[config.mk]
export PLATFORM = sky130hd
export DESIGN_NAME = multicycle_control_unit
export DESIGN_NICKNAME = d
export VERILOG_FILES = /design/src/rtl/multicycle_control_unit_pkg.sv /design/src/rtl/multicycle_control_unit_inst_class_decode.sv /design/src/rtl/multicycle_control_unit.sv
export SDC_FILE = /design/constraint.sdc
export NUM_CORES = 1
export LEC_CHECK = 0
export BUFFER_PORTS_ARGS = -buffer_cell sky130_fd_sc_hd__buf_2
export CORE_ASPECT_RATIO = 1.2
export CORE_MARGIN = 2
export CORE_UTILIZATION = 44
export DETAILED_ROUTE_END_ITERATION = 6
export PLACE_DENSITY = 0.83
export SLEW_MARGIN = 10
export SYNTH_ARGS = -nofsm -noshare
export SYNTH_HDL_FRONTEND = slang
export SYNTH_SLANG_ARGS = --single-unit
[constraint.sdc]
create_clock -name clk -period 2.4 [get_ports clk]
set_input_delay 0.24 -clock clk [delete_from_list [all_inputs] [get_ports clk]]
set_output_delay 0.24 -clock clk [all_outputs]
set_load 0.02 [all_outputs]
[src/rtl/multicycle_control_unit_pkg.sv]
// Shared encodings for the multi-cycle CPU control path: ISA opcodes/functs,
// FSM states, datapath mux selects and the instruction-class vector.
package multicycle_control_unit_pkg;

    localparam logic [3:0] OPCODE_BNE   = 4'd0;
    localparam logic [3:0] OPCODE_BEQ   = 4'd1;
    localparam logic [3:0] OPCODE_BGZ   = 4'd2;
    localparam logic [3:0] OPCODE_BLZ   = 4'd3;
    localparam logic [3:0] OPCODE_ADI   = 4'd4;
    localparam logic [3:0] OPCODE_ORI   = 4'd5;
    localparam logic [3:0] OPCODE_LHI   = 4'd6;
    localparam logic [3:0] OPCODE_LWD   = 4'd7;
    localparam logic [3:0] OPCODE_SWD   = 4'd8;
    localparam logic [3:0] OPCODE_JMP   = 4'd9;
    localparam logic [3:0] OPCODE_JAL   = 4'd10;
    localparam logic [3:0] OPCODE_RTYPE = 4'd15;

    localparam logic [5:0] FUNC_ADD = 6'd0;
    localparam logic [5:0] FUNC_SUB = 6'd1;
    localparam logic [5:0] FUNC_AND = 6'd2;
    localparam logic [5:0] FUNC_ORR = 6'd3;
    localparam logic [5:0] FUNC_NOT = 6'd4;
    localparam logic [5:0] FUNC_TCP = 6'd5;
    localparam logic [5:0] FUNC_SHL = 6'd6;
    localparam logic [5:0] FUNC_SHR = 6'd7;
    localparam logic [5:0] FUNC_JPR = 6'd25;
    localparam logic [5:0] FUNC_JRL = 6'd26;
    localparam logic [5:0] FUNC_WWD = 6'd28;
    localparam logic [5:0] FUNC_HLT = 6'd29;

    typedef enum logic [2:0] {
        S_RST = 3'd0,
        S_IF  = 3'd1,
        S_ID  = 3'd2,
        S_EX  = 3'd3,
        S_MEM = 3'd4,
        S_WB  = 3'd5,
        S_HLT = 3'd6
    } state_t;

    localparam logic [1:0] PC_SRC_ALU    = 2'd0;
    localparam logic [1:0] PC_SRC_ALUOUT = 2'd1;
    localparam logic [1:0] PC_SRC_JUMP   = 2'd2;
    localparam logic [1:0] PC_SRC_REGA   = 2'd3;

    localparam logic [1:0] ALU_B_REGB = 2'd0;
    localparam logic [1:0] ALU_B_ONE  = 2'd1;
    localparam logic [1:0] ALU_B_IMM  = 2'd2;

    localparam logic [1:0] REG_DST_RT = 2'd0;
    localparam logic [1:0] REG_DST_RD = 2'd1;
    localparam logic [1:0] REG_DST_R2 = 2'd2;

    localparam logic [1:0] WB_SRC_ALUOUT = 2'd0;
    localparam logic [1:0] WB_SRC_MDR    = 2'd1;
    localparam logic [1:0] WB_SRC_PC     = 2'd2;

    typedef struct packed {
        logic alu_r;
        logic alu_i;
        logic load;
        logic store;
        logic branch;
        logic jump;
        logic jump_link;
        logic jump_reg;
        logic jump_reg_link;
        logic wwd;
        logic halt;
        logic illegal;
    } inst_class_t;

    typedef struct packed {
        logic       mem_read;
        logic       mem_write;
        logic       i_or_d;
        logic       ir_write;
        logic       pc_write;
        logic       pc_write_cond;
        logic [1:0] pc_source;
        logic       alu_src_a;
        logic [1:0] alu_src_b;
        logic [3:0] alu_op;
        logic       reg_write;
        logic [1:0] reg_dst;
        logic [1:0] wb_src;
        logic       wwd_valid;
        logic       inst_done;
        logic       illegal_inst;
        logic       halted;
    } ctrl_t;

endpackage

[src/rtl/multicycle_control_unit_inst_class_decode.sv]
// Combinational opcode/funct classifier; exactly one class bit is set for any input.
module multicycle_control_unit_inst_class_decode
    import multicycle_control_unit_pkg::*;
(
    input  logic [3:0]  opcode,
    input  logic [5:0]  funct,
    output inst_class_t inst_class
);

    always_comb begin
        // NOTE: default every field first so no path through the case leaves a latch.
        inst_class = '0;
        case (opcode)
            OPCODE_BNE, OPCODE_BEQ, OPCODE_BGZ, OPCODE_BLZ: inst_class.branch = 1'b1;
            OPCODE_ADI, OPCODE_ORI, OPCODE_LHI:             inst_class.alu_i  = 1'b1;
            OPCODE_LWD:                                     inst_class.load   = 1'b1;
            OPCODE_SWD:                                     inst_class.store  = 1'b1;
            OPCODE_JMP:                                     inst_class.jump   = 1'b1;
            OPCODE_JAL:                                     inst_class.jump_link = 1'b1;
            OPCODE_RTYPE: begin
                case (funct)
                    FUNC_ADD, FUNC_SUB, FUNC_AND, FUNC_ORR,
                    FUNC_NOT, FUNC_TCP, FUNC_SHL, FUNC_SHR: inst_class.alu_r         = 1'b1;
                    FUNC_JPR:                               inst_class.jump_reg      = 1'b1;
                    FUNC_JRL:                               inst_class.jump_reg_link = 1'b1;
                    FUNC_WWD:                               inst_class.wwd           = 1'b1;
                    FUNC_HLT:                               inst_class.halt          = 1'b1;
                    default:                                inst_class.illegal       = 1'b1;
                endcase
            end
            default: inst_class.illegal = 1'b1;
        endcase
    end

endmodule

[src/rtl/multicycle_control_unit.sv]
// Main control FSM of the 16-bit multi-cycle CPU: sequences IF/ID/EX/MEM/WB,
// drives datapath selects/enables and counts retired instructions.
module multicycle_control_unit
    import multicycle_control_unit_pkg::*;
#(
    parameter int NUM_INST_W = 16
) (
    input  logic                  clk,
    input  logic                  reset,
    input  logic [3:0]            opcode,
    input  logic [5:0]            funct,
    input  logic                  branch_cond,
    input  logic                  mem_ack,
    output logic                  mem_read,
    output logic                  mem_write,
    output logic                  i_or_d,
    output logic                  ir_write,
    output logic                  pc_write,
    output logic                  pc_write_cond,
    output logic [1:0]            pc_source,
    output logic                  alu_src_a,
    output logic [1:0]            alu_src_b,
    output logic [3:0]            alu_op,
    output logic                  reg_write,
    output logic [1:0]            reg_dst,
    output logic [1:0]            wb_src,
    output logic                  wwd_valid,
    output logic                  inst_done,
    output logic                  illegal_inst,
    output logic                  halted,
    output logic [NUM_INST_W-1:0] num_inst
);

    state_t                state_q, state_d;
    logic [NUM_INST_W-1:0] num_inst_q, num_inst_d;
    inst_class_t           cls;
    ctrl_t                 ctrl;
    logic                  id_retire;

    // The datapath ANDs pc_write_cond with branch_cond; the FSM never needs it.
    logic unused_branch_cond;
    assign unused_branch_cond = branch_cond;

    multicycle_control_unit_inst_class_decode u_inst_class_decode (
        .opcode     (opcode),
        .funct      (funct),
        .inst_class (cls)
    );

    assign id_retire = cls.jump | cls.jump_link | cls.jump_reg | cls.jump_reg_link
                     | cls.halt | cls.illegal;

    always_comb begin
        ctrl    = '0;
        state_d = state_q;
        case (state_q)
            S_RST: state_d = S_IF;
            S_IF: begin
                ctrl.mem_read = 1'b1;
                if (mem_ack) begin
                    ctrl.ir_write  = 1'b1;
                    ctrl.pc_write  = 1'b1;
                    ctrl.pc_source = PC_SRC_ALU;
                    ctrl.alu_src_b = ALU_B_ONE;
                    ctrl.alu_op    = OPCODE_ADI;
                    state_d        = S_ID;
                end
            end
            S_ID: begin
                // Speculatively compute the branch target into ALUOut.
                ctrl.alu_src_b = ALU_B_IMM;
                ctrl.alu_op    = OPCODE_ADI;
                if (cls.jump | cls.jump_link) begin
                    ctrl.pc_write  = 1'b1;
                    ctrl.pc_source = PC_SRC_JUMP;
                end
                if (cls.jump_reg | cls.jump_reg_link) begin
                    ctrl.pc_write  = 1'b1;
                    ctrl.pc_source = PC_SRC_REGA;
                end
                if (cls.jump_link | cls.jump_reg_link) begin
                    ctrl.reg_write = 1'b1;
                    ctrl.reg_dst   = REG_DST_R2;
                    ctrl.wb_src    = WB_SRC_PC;
                end
                ctrl.illegal_inst = cls.illegal;
                ctrl.inst_done    = id_retire;
                if (cls.halt)       state_d = S_HLT;
                else if (id_retire) state_d = S_IF;
                else                state_d = S_EX;
            end
            S_EX: begin
                ctrl.alu_src_a = 1'b1;
                ctrl.alu_op    = opcode;
                ctrl.alu_src_b = (opcode == OPCODE_RTYPE) ? ALU_B_REGB : ALU_B_IMM;
                if (cls.branch) begin
                    ctrl.pc_write_cond = 1'b1;
                    ctrl.pc_source     = PC_SRC_ALUOUT;
                    ctrl.inst_done     = 1'b1;
                    state_d            = S_IF;
                end else if (cls.wwd) begin
                    ctrl.wwd_valid = 1'b1;
                    ctrl.inst_done = 1'b1;
                    state_d        = S_IF;
                end else if (cls.load | cls.store) begin
                    state_d = S_MEM;
                end else begin
                    state_d = S_WB;
                end
            end
            S_MEM: begin
                ctrl.i_or_d    = 1'b1;
                ctrl.mem_read  = cls.load;
                ctrl.mem_write = cls.store;
                if (mem_ack) begin
                    ctrl.inst_done = cls.store;
                    state_d        = cls.store ? S_IF : S_WB;
                end
            end
            S_WB: begin
                ctrl.reg_write = 1'b1;
                ctrl.reg_dst   = cls.alu_r ? REG_DST_RD : REG_DST_RT;
                ctrl.wb_src    = cls.load  ? WB_SRC_MDR : WB_SRC_ALUOUT;
                ctrl.inst_done = 1'b1;
                state_d        = S_IF;
            end
            S_HLT:   ctrl.halted = 1'b1;
            default: state_d = S_RST;
        endcase
    end

    always_comb num_inst_d = num_inst_q + NUM_INST_W'(ctrl.inst_done);

    always_ff @(posedge clk or posedge reset) begin
        // NOTE: non-blocking assignments keep every flop sampling pre-edge values.
        if (reset) begin
            state_q    <= S_RST;
            num_inst_q <= '0;
        end else begin
            state_q    <= state_d;
            num_inst_q <= num_inst_d;
        end
    end

    // Outputs decode from the registered state, so reset clears them immediately.
    assign mem_read      = ctrl.mem_read;
    assign mem_write     = ctrl.mem_write;
    assign i_or_d        = ctrl.i_or_d;
    assign ir_write      = ctrl.ir_write;
    assign pc_write      = ctrl.pc_write;
    assign pc_write_cond = ctrl.pc_write_cond;
    assign pc_source     = ctrl.pc_source;
    assign alu_src_a     = ctrl.alu_src_a;
    assign alu_src_b     = ctrl.alu_src_b;
    assign alu_op        = ctrl.alu_op;
    assign reg_write     = ctrl.reg_write;
    assign reg_dst       = ctrl.reg_dst;
    assign wb_src        = ctrl.wb_src;
    assign wwd_valid     = ctrl.wwd_valid;
    assign inst_done     = ctrl.inst_done;
    assign illegal_inst  = ctrl.illegal_inst;
    assign halted        = ctrl.halted;
    assign num_inst      = num_inst_q;

endmodule
* Word level (Yosys, flattened, before mapping)
Index checks and enable logic that the tools add are counted.
** Operators by class
- Add/subtract/negate cells :: 1
- Bitwise operators :: 9
- Equality and inequality tests :: 30
- Multiplexer cells :: 51
- Reductions and logical operators :: 9
** Operators with widths (number)
- $mux 1 :: 26
- $eq 6x3->1 const B :: 4
- $eq 6x5->1 const B :: 4
- $mux 3 :: 7
- $pmux 3 s6 :: 1
- $pmux 6 s3 :: 1
- $add 16x1->16 :: 1
- $eq 4x3->1 const B :: 4
- $eq 4x4->1 const B :: 4
- $mux 2 :: 7
- $eq 6x2->1 const B :: 2
- $reduce_or 12->1 :: 1
- $reduce_or 11->1 :: 1
- $mux 5 :: 2
- $pmux 5 s2 :: 1
- $eq 3x3->1 const B :: 3
- $eq 4x2->1 const B :: 2
- $or 1x1->1 :: 8
- $reduce_or 8->1 :: 1
- $eq 3x2->1 const B :: 2
- $eq 6x1->1 const B :: 1
- $logic_not 6->1 :: 1
- $pmux 1 s2 :: 3
- $eq 4x1->1 const B :: 1
- other kinds (11) :: 12
** Word-level totals
- Register bits :: 19
- Output and inout bits :: 40
- Input bits :: 14
- Logic and storage cells :: 102

* Logic depth before layout (Yosys ltp)
Gate-level depths: netlist of run 1.
- Depth after elaboration :: 10
- Depth in mapped cells :: 11
- Mapped depth without buffers :: 10

* By module
From an unflattened synthesis of run 1, not the netlist that was laid out.
** Unflattened totals
- Cell total of the unflattened synthesis :: 148
- Area, all modules :: 1376.3 um2
** Modules (own cells, without submodules)
- multicycle_control_unit :: area an instance 1159.9 um2, cells each 121, instances 1, seq. area each 475.5 um2
- multicycle_control_unit_inst_class_decode :: area an instance 216.5 um2, cells each 27, instances 1, seq. area each 0.0 um2

* Worst setup path before layout of run 1
No wires, ideal clock.
- Kind :: register to register
- From :: register state_q[2]
- To :: register num_inst_q[11] (netlist: num_inst[11])
- Data required time :: 2.271 ns
- Setup slack :: -0.387 ns
- Buffers on the path :: 0
- Arrival :: 2.658 ns
- Stages on the path, launching flop included :: 10
- Cell sequence :: dfrtp_1 -> nor3b_4 -> nand2_1 -> or4_4 -> a31oi_1 -> ha_1 -> nand3_1 -> nor3_1 -> nand4_1 -> xnor2_1
** Between the ends
- Cells in the longest elaborated chain, start to end :: 3
- Elaborated cells between the ends (all ways) :: 6
** RTL lines
- start, declared :: line multicycle_control_unit.sv:34 : state_t state_q, state_d;
- start signal, assigned :: line multicycle_control_unit.sv:140 : state_q <= state_d;
- $eq 3x3->1 or $eq 3x2->1 (tied branches) :: line multicycle_control_unit.sv:56 : case (state_q)
- $pmux 1 s4 (*) :: line multicycle_control_unit.sv:56
- via inst_done :: line multicycle_control_unit.sv:28 : output logic inst_done,
- $add 16x1->16 (*) :: line multicycle_control_unit.sv:132 : always_comb num_inst_d = num_inst_q + NUM_INST_W'(ctrl.inst_done);
- via num_inst_d[11] :: line multicycle_control_unit.sv:35 : logic [NUM_INST_W-1:0] num_inst_q, num_inst_d;
- end signal, assigned :: line multicycle_control_unit.sv:141 : num_inst_q <= num_inst_d;
- end, declared :: line multicycle_control_unit.sv:35
The timed path passes the listed nets; every way through them passes the cells marked *.
A chain may end at the register's enable or synchronous reset.

* Worst setup path in the final report of run 1
- From :: register state_q[1]
- To :: register num_inst_q[8] (netlist: num_inst[8])
** Between the ends
- Cells in the longest elaborated chain, start to end :: 3
- Elaborated cells between the ends (all ways) :: 6
** RTL lines (line)
- $eq 3x3->1 or $eq 3x2->1 (tied branches) :: multicycle_control_unit.sv:56
- $pmux 1 s4 (*) :: multicycle_control_unit.sv:56
- $add 16x1->16 (*) :: multicycle_control_unit.sv:132
- via num_inst_d[8] :: multicycle_control_unit.sv:35
Marked as above.

==> impl_metrics.csv, run 1 <==
group,metric,value,unit
outcome,outcome,"finished clean",
synthesis,synth_top_family_by_area,"simple AND/OR/NAND/NOR gates",
global_route,grt_pass1_vias,1244,
cts,clkLatencyLatePin,0.29,ns
sta,period_needed,2.298,ns
synthesis,ys_warn_count,0,
cts,cts_tree,"built",
critical_path,crit_fanout,5,
critical_path,rrSetupSlack,0.10,ns
floorplanning,core.rowCount,22,
floorplanning,die_h,66.34,um
sta,worst_pin_slew,0.6877,ns
place,gp_congestion,0.8788,
critical_path,worstPathRequired,2.58,ns
sta,hold_viol,0,
sta,maxSlewHeadroom,0.5411,
synthesis,syn_nets,184,
synthesis,netlist_area,0.001425,mm^2
place,hpwlAfterDp,2771,um
synthesis,synth_adder_area_share,0.03512,
finish,layout_commonest_cell,"buf_2",
place,io_buffers,52,
sta,clock-skew-final,0.002622,ns
cts,htree_levels,1,
floorplanning,core-area,0.003083,mm^2
sta,fmax,435.2,MHz
pwr,power.total,1395,uW
floorplanning,initial_core_util,0.4623,
critical_path,cp.arrival,2.48,ns
pwr,pwr_density_cell,742.5,mW/mm^2
global_route,track_usage,0.1885,
routing,final_antenna_net_count,0,
synthesis,synth_compound_area_frac,0.1308,
finish,fin_nets,246,
routing,wl,3426,um
global_route,antenna_found_initial,0,
synthesis,synth-seq-area-share,0.3336,
finish,drive_above_1_share,0.3833,
routing,drt_iter0_drc,56,
sta,period_share,0.9575,
global_route,grt.overflow.total,0,
critical_path,startpoint_type,"flop",
floorplanning,die_x,55.95,um
cts,cts_buffers,3,
synthesis,syn_inst,166,
finish,n_antenna_cell,0,
pwr,power.leakage,0.0009924,uW
cts,cts_root_buf,"clkbuf_4",
routing,avgRoutedWirePerCell,13.03,um
finish,syn_to_final_growth,31.78,%
sta,finalSetupViolCount,0,
finish,final_cell_mix,"buf_2 (52), dfrtp_1 (18), nor2_1 (15)",
global_route,grt_pass1_wl,5616,um
floorplanning,ios,54,
sta,rsz0062_at_grt,"yes",
job,maxCapViolCount,0,
critical_path,cp-end-kind,"flop",
synthesis,synth_xor_area_frac,0.09833,
routing,remaining_drc_errors,0,
floorplanning,die_area,0.003712,mm^2
cts,holdBufCountCts,0,
routing,drt-pass1-iter-count,4,
synthesis,yosys.area_share.simple,0.3310,
min_path,min_path_type,"primary input to asynchronous set/reset pin",
sta,maxSlewViolCount,0,
routing,vias_per_cell,5.361,
critical_path,worst-setup-path-type,"flop to flop",
place,pre_cts_ws,-0.03231,ns
cts,clock-sinks,19,
pwr,irDropWorstVdd,0.0004731,V
cts,cts.reportedPaths.clkPinSlew,0.11,ns
cts,clock_path_buffers,2,
synthesis,synth.area.mux_share,0,
routing,vias,1410,
synthesis,avgSynthCellArea,8.585,um^2
global_route,grt_max_degree,20,
sta,post-route-worst-setup-slack,0.1020,ns
synthesis,synth_cell_types,47,
synthesis,ys_seq_elements,19,
Yosys cell counts, drive strengths merged:
cell,count,share of area
dfrtp,19,0.33
nor2,15,0.040
nand2,13,0.034
inv,12,0.032
xnor2,11,0.068
buf,9,0.040
nor3,9,0.035
nand3,8,0.028
a21oi,7,0.025
and3,6,0.026
o21ai,6,0.021
xor2,5,0.031
a211oi,4,0.025
ha,4,0.035
nand2b,4,0.018
a31oi,3,0.013
nand4,3,0.018
nor2b,3,0.013
nor4b,3,0.023
and2,2,0.0088
nand3b,2,0.013
or3b,2,0.014
a221oi,1,0.0061
and2b,1,0.0053
and4,1,0.0061
and4b,1,0.0070
nand4bb,1,0.0079
nor3b,1,0.013
nor4,1,0.0044
o2111a,1,0.0079
o21a,1,0.0053
o21bai,1,0.0079
o221a,1,0.0079
o22ai,1,0.0044
o41a,1,0.0079
or2,1,0.0044
or3,1,0.0044
or4,1,0.0079
critical path, cell delays in order, from the launching register on:
cell and delay [ns]:
dfrtp_1 0.36, buf_4 0.13, and2b_1 0.21, and3_1 0.19
a211oi_1 0.37, a31oi_4 0.16, ha_4 0.20, ha_4 0.16
nand2_4 0.07, nor3_4 0.05, buf_4 0.14, xor2_1 0.13
timing repair:
item	4_1_cts	5_1_grt
pin swaps	0	4
gates resized for setup	1	2
endpoints found under the setup margin	1	7
buffers inserted	0	2
stage by stage:
| step | TNS, ns | hold WS (ns) | area, um^2 | instances | util |
|---|---|---|---|---|---|
| after floorplan | -0.2651 | 0.1911 | 1484 | 166 | - |
| after CTS | 0 | 0.05041 | 1852 | 261 | 0.6006 |
| final | 0 | 0.03686 | 1878 | 263 | 0.6092 |
| after detailed placement | -0.09926 | 0.3744 | 1823 | 257 | 0.5913 |
| after global placement | 0 | 0.3806 | 1823 | 257 | 0.5913 |
| after global routing | -0.09348 | 0.08126 | 1878 | 263 | 0.6092 |
flip-flops by register name, summed over array words and instances (netlist names):
register,count
num_inst,16
state_q,3
cells by family (layout without fill, tap and decap cells):
| logic type | count (synthesis) | count (layout) |
|---|---|---|
| xor+xnor | 16 | 16 |
| flops | 19 | 19 |
| simple gates | 79 | 79 |
| fa+ha+maj | 4 | 4 |
| compound gates | 27 | 27 |
| buf+inv | 21 | 82 |
routing by layer:
metal / wire length, um / GRT usage / vias up
met1: 1468 / 0.2237 / 656
met2: 1783 / 0.3571 / 46
met3: 147 / 0.02153 / 2
li1: - / - / 706
met4: 26 / 0.05357 / 0
met5: 0 / 0 / -
worst paths after layout:
check | depth (start not counted) | end | start
min | 2 | num_inst[7] | reset
max reg2reg | 11 | num_inst[8] | state_q[1]
min in group clk | 3 | state_q[0] | mem_ack
max in group asynchronous | 2 | state_q[2] | reset
max | 11 | num_inst[8] | state_q[1]
min reg2reg | 1 | num_inst[15] | num_inst[15]
layout make-up:
cell class / count / area, um^2
multi-input combinational: 126 / 918.4
tap: 36 / 45.04
clock buffer: 3 / 22.52
clock inverter: 1 / 5.005
inverter: 12 / 45.04
fill: 285 / 1205
sequential: 19 / 476.7
timing repair buffer: 66 / 365.4
power breakdown:
| group | switching (uW) | internal, uW |
|---|---|---|
| sequential | 65.8 | 370 |
| clock | 93.6 | 61.9 |
| combinational | 479 | 324 |
No activity file was read; power rests on OpenSTA's default activity.
==> run 2: changes to the inputs <==
- ABC_AREA: default -> 1
- CORE_ASPECT_RATIO: 1.2 -> default
- CORE_UTILIZATION: 44 -> 43
- PLACE_DENSITY: 0.83 -> 0.82
- REMOVE_ABC_BUFFERS: default -> 1
==> run 2 against run 1 <==
The run now ends with setup timing left. Hold slack lost 0.0087 ns. Power grew 5.0%. Global-route usage shrank 0.68 points. Worst setup slack lost 0.11 ns. Clock skew grew 0.0079 ns. Fmax shrank 4.6%. Via count grew 4.6%. Count of clock-buffer cells in the layout is the same. Clock power grew 3%. Critical endpoint is now num_inst[14].
==> impl_metrics.csv, run 2 <==
group,metric,value,unit
critical_path,worstPathCellList,"inv_2 -> nand2_2 -> nor2_4 -> nand2_2 -> nand3_2 -> a21oi_2 -> a21oi_2 -> ha_2 -> ha_4 -> nand3_4 -> nor2_4 -> nand4_4 -> nor2_4 -> nand2_2 -> nor2_2 -> xor2_1",
routing,final_antenna_net_count,0,
pwr,swShare,0.4812,
sta,clock-skew-final,0.01051,ns
sta,holdWs,0.02816,ns
global_route,grt.overflow.total,0,
cts,cts_root_buf,"clkbuf_4",
floorplanning,die_area,0.003601,mm^2
finish,post-route-util,0.6760,
place,gp_congestion,0.8219,
synthesis,synth-seq-area-share,0.3525,
cts,cts_tree,"built",
synthesis,synth_area_leader_cell,"dfrtp_1",
pwr,switchingPower,704.5,uW
finish,layout_commonest_cell,"buf_2",
routing,vias,1475,
job,maxCapViolCount,0,
sta,hold_viol,0,
global_route,grt_pass1_vias,1259,
critical_path,crit_slowest_cell,"dfrtp_1",
routing,vias_per_cell,4.683,
cts,clock_path_buffers,2,
finish,drive_above_1_share,0.4613,
critical_path,reg2reg_from,"state_q[2]",
critical_path,worstPathRequired,2.64,ns
sta,period_share,1.004,
routing,drt_iter0_drc,44,
synthesis,yosys.cell_count.top_type,"nand2_1",
synthesis,avgSynthCellArea,7.452,um^2
pwr,internal_power,759.7,uW
critical_path,worst-setup-path-type,"flop to flop",
cts,cts.reportedPaths.clkPinSlew,0.11,ns
sta,period_needed,2.410,ns
pwr,clkPwrFrac,0.109,
synthesis,synth_async_sr_flop_share,1.000,
sta,finalSetupViolCount,2,
critical_path,crit_start,"state_q[2]",
pwr,pwr_density_cell,715.3,mW/mm^2
routing,wl,3681,um
outcome,outcome,"complete, but fails checks",
min_path,min_path_type,"primary input to asynchronous set/reset pin",
cts,clkLatencyLatePin,0.30,ns
finish,largest_reg_flops,16,
cts,cts_buffers,3,
global_route,track_usage,0.1817,
sta,tns,-0.01680,ns
routing,remaining_drc_errors,0,
finish,fin_nets,290,
pwr,irDropWorstVdd,0.0005280,V
pwr,power.leakage,0.001150,uW
pwr,comb_power_share,0.562,
global_route,grt_pass1_wl,5030,um
finish,n_antenna_cell,0,
finish,syn_to_final_growth,51.76,%
synthesis,netlist.area_leader.share,0.3525,
routing,avgRoutedWirePerCell,11.69,um
critical_path,crit_fanout,5,
synthesis,synthTopCellsByArea,"dfrtp_1 (35%), nand2_1 (11%), inv_1 (7.2%)",
global_route,antenna_found_initial,0,
floorplanning,core.rowCount,20,
global_route,grt_max_degree,20,
synthesis,ys.flop_type,"dfrtp_1",
pwr,seq_power_share,0.329,
sta,fmax,415.0,MHz
floorplanning,core-area,0.003028,mm^2
place,io_buffers,52,
critical_path,cp-end-kind,"flop",
critical_path,max_stage_delay,0.42,ns
floorplanning,ios,54,
finish,final_cell_mix,"buf_2 (52), nand2_1 (37), buf_4 (34)",
finish,fillers,250,
critical_path,critical_path_buf_inv_count,1,
floorplanning,die_h,60.01,um
sta,post-route-worst-setup-slack,-0.009880,ns
synthesis,synth_common_cells,"nand2_1 (38), inv_1 (26), nor2_1 (23), dfrtp_1 (19), nand3_1 (9)",
sta,rsz0062_at_grt,"yes",
sta,maxSlewViolCount,0,
synthesis,ys_seq_elements,19,
critical_path,cp.arrival,2.65,ns
synthesis,ys_warn_count,0,
synthesis,synth_cell_types,25,
outcome,violations,"setup timing",
synthesis,netlist_area,0.001349,mm^2
cts,htree_levels,1,
synthesis,syn_inst,181,
floorplanning,die_x,60.01,um
place,hpwlAfterDp,2610,um
floorplanning,initial_core_util,0.4455,
critical_path,startpoint_type,"flop",
synthesis,synth_enable_flop_cells,0,
sta,maxSlewHeadroom,0.5362,
routing,drt-pass1-iter-count,4,
cts,clock-sinks,19,
sta,worst_pin_slew,0.6949,ns
critical_path,cpLargestDelayFamily,"simple AND/OR/NAND/NOR gates",
-- run 2: cell types whose count changed after synthesis, sizes merged, moves of 3 or more --
cell	delta
nor2	+16
inv	+19
nand2b	-4
a31oi	-3
buf	-8
nor2b	-3
a211oi	-4
and3	-6
nand2	+27
xor2	+3
nand3	+5
nor4b	-3
xnor2	-5
-- run 2: worst paths after layout --
path	to	slack (ns)	cells past startpoint
min in group clk	state_q[2]	0.31	4
min reg2reg	num_inst[15]	0.50	1
max in group asynchronous	state_q[0]	1.92	2
min	num_inst[7]	0.03	2
max	num_inst[14]	-0.01	16
max reg2reg	num_inst[14]	-0.01	16
-- run 2: metal layers --
metal  global-route usage  vias to the layer above  share of wire
li1                     -                      753              -
met1               0.2250                      673           0.43
met2               0.3152                       47           0.53
met3              0.02381                        2          0.044
met4              0.07619                        0         0.0038
met5                    0                        -              0
-- run 2: through the flow --
stage | worst slack (ns) | cell area, um^2 | power, uW | instances
global placement | -0.006629 | 1867 | 1199 | 304
detailed placement | -0.08148 | 1867 | 1214 | 304
global route | -0.1625 | 2047 | 1560 | 315
CTS | 0.03962 | 1908 | 1395 | 309
finish | -0.009880 | 2047 | 1464 | 315
floorplan | -0.4712 | 1341 | 934.6 | 180
-- run 2: worst reg2reg max path, cell delays in order, from the launching register on --
cell	delay (ns)
dfrtp_1	0.42
inv_2	0.12
nand2_2	0.08
nor2_4	0.15
nand2_2	0.08
nand3_2	0.08
a21oi_2	0.04
a21oi_2	0.17
ha_2	0.24
ha_4	0.15
nand3_4	0.08
nor2_4	0.14
nand4_4	0.10
nor2_4	0.15
nand2_2	0.08
nor2_2	0.11
xor2_1	0.14
-- run 2: power by group through the flow --
| stage | registers (uW) | clock network (uW) | logic, uW |
|---|---|---|---|
| floorplan | 518 | 0 | 417 |
| global placement | 459 | 0 | 740 |
| detailed placement | 462 | 0 | 752 |
| CTS | 455 | 163 | 776 |
| global route | 490 | 169 | 902 |
| finish | 481 | 160 | 823 |
-- run 2: final cells by class --
class | instances | area [um^2] | area share
Clock buffer | 3 | 22.52 | 0.01100
Clock inverter | 1 | 5.005 | 0.002445
Inverter | 31 | 116.4 | 0.05685
Multi-Input combinational cell | 130 | 845.8 | 0.4132
Sequential cell | 19 | 475.5 | 0.2323
Tap cell | 44 | 55.05 | 0.02689
Timing Repair Buffer | 87 | 526.8 | 0.2573
-- run 2: timing repair --
item,4_1_cts,5_1_grt
gates resized for setup,2,17
hold endpoints to repair,0,0
setup endpoints to repair,1,7
hold buffers,0,0
pin swaps,1,7
setup buffers,1,6
-- run 2: cell families after synthesis --
family / share of synthesized area
compound gates: 0.05844
xor+xnor: 0.09091
fa+ha+maj: 0.03711
buf+inv: 0.09184
flops: 0.3525
simple gates: 0.3692
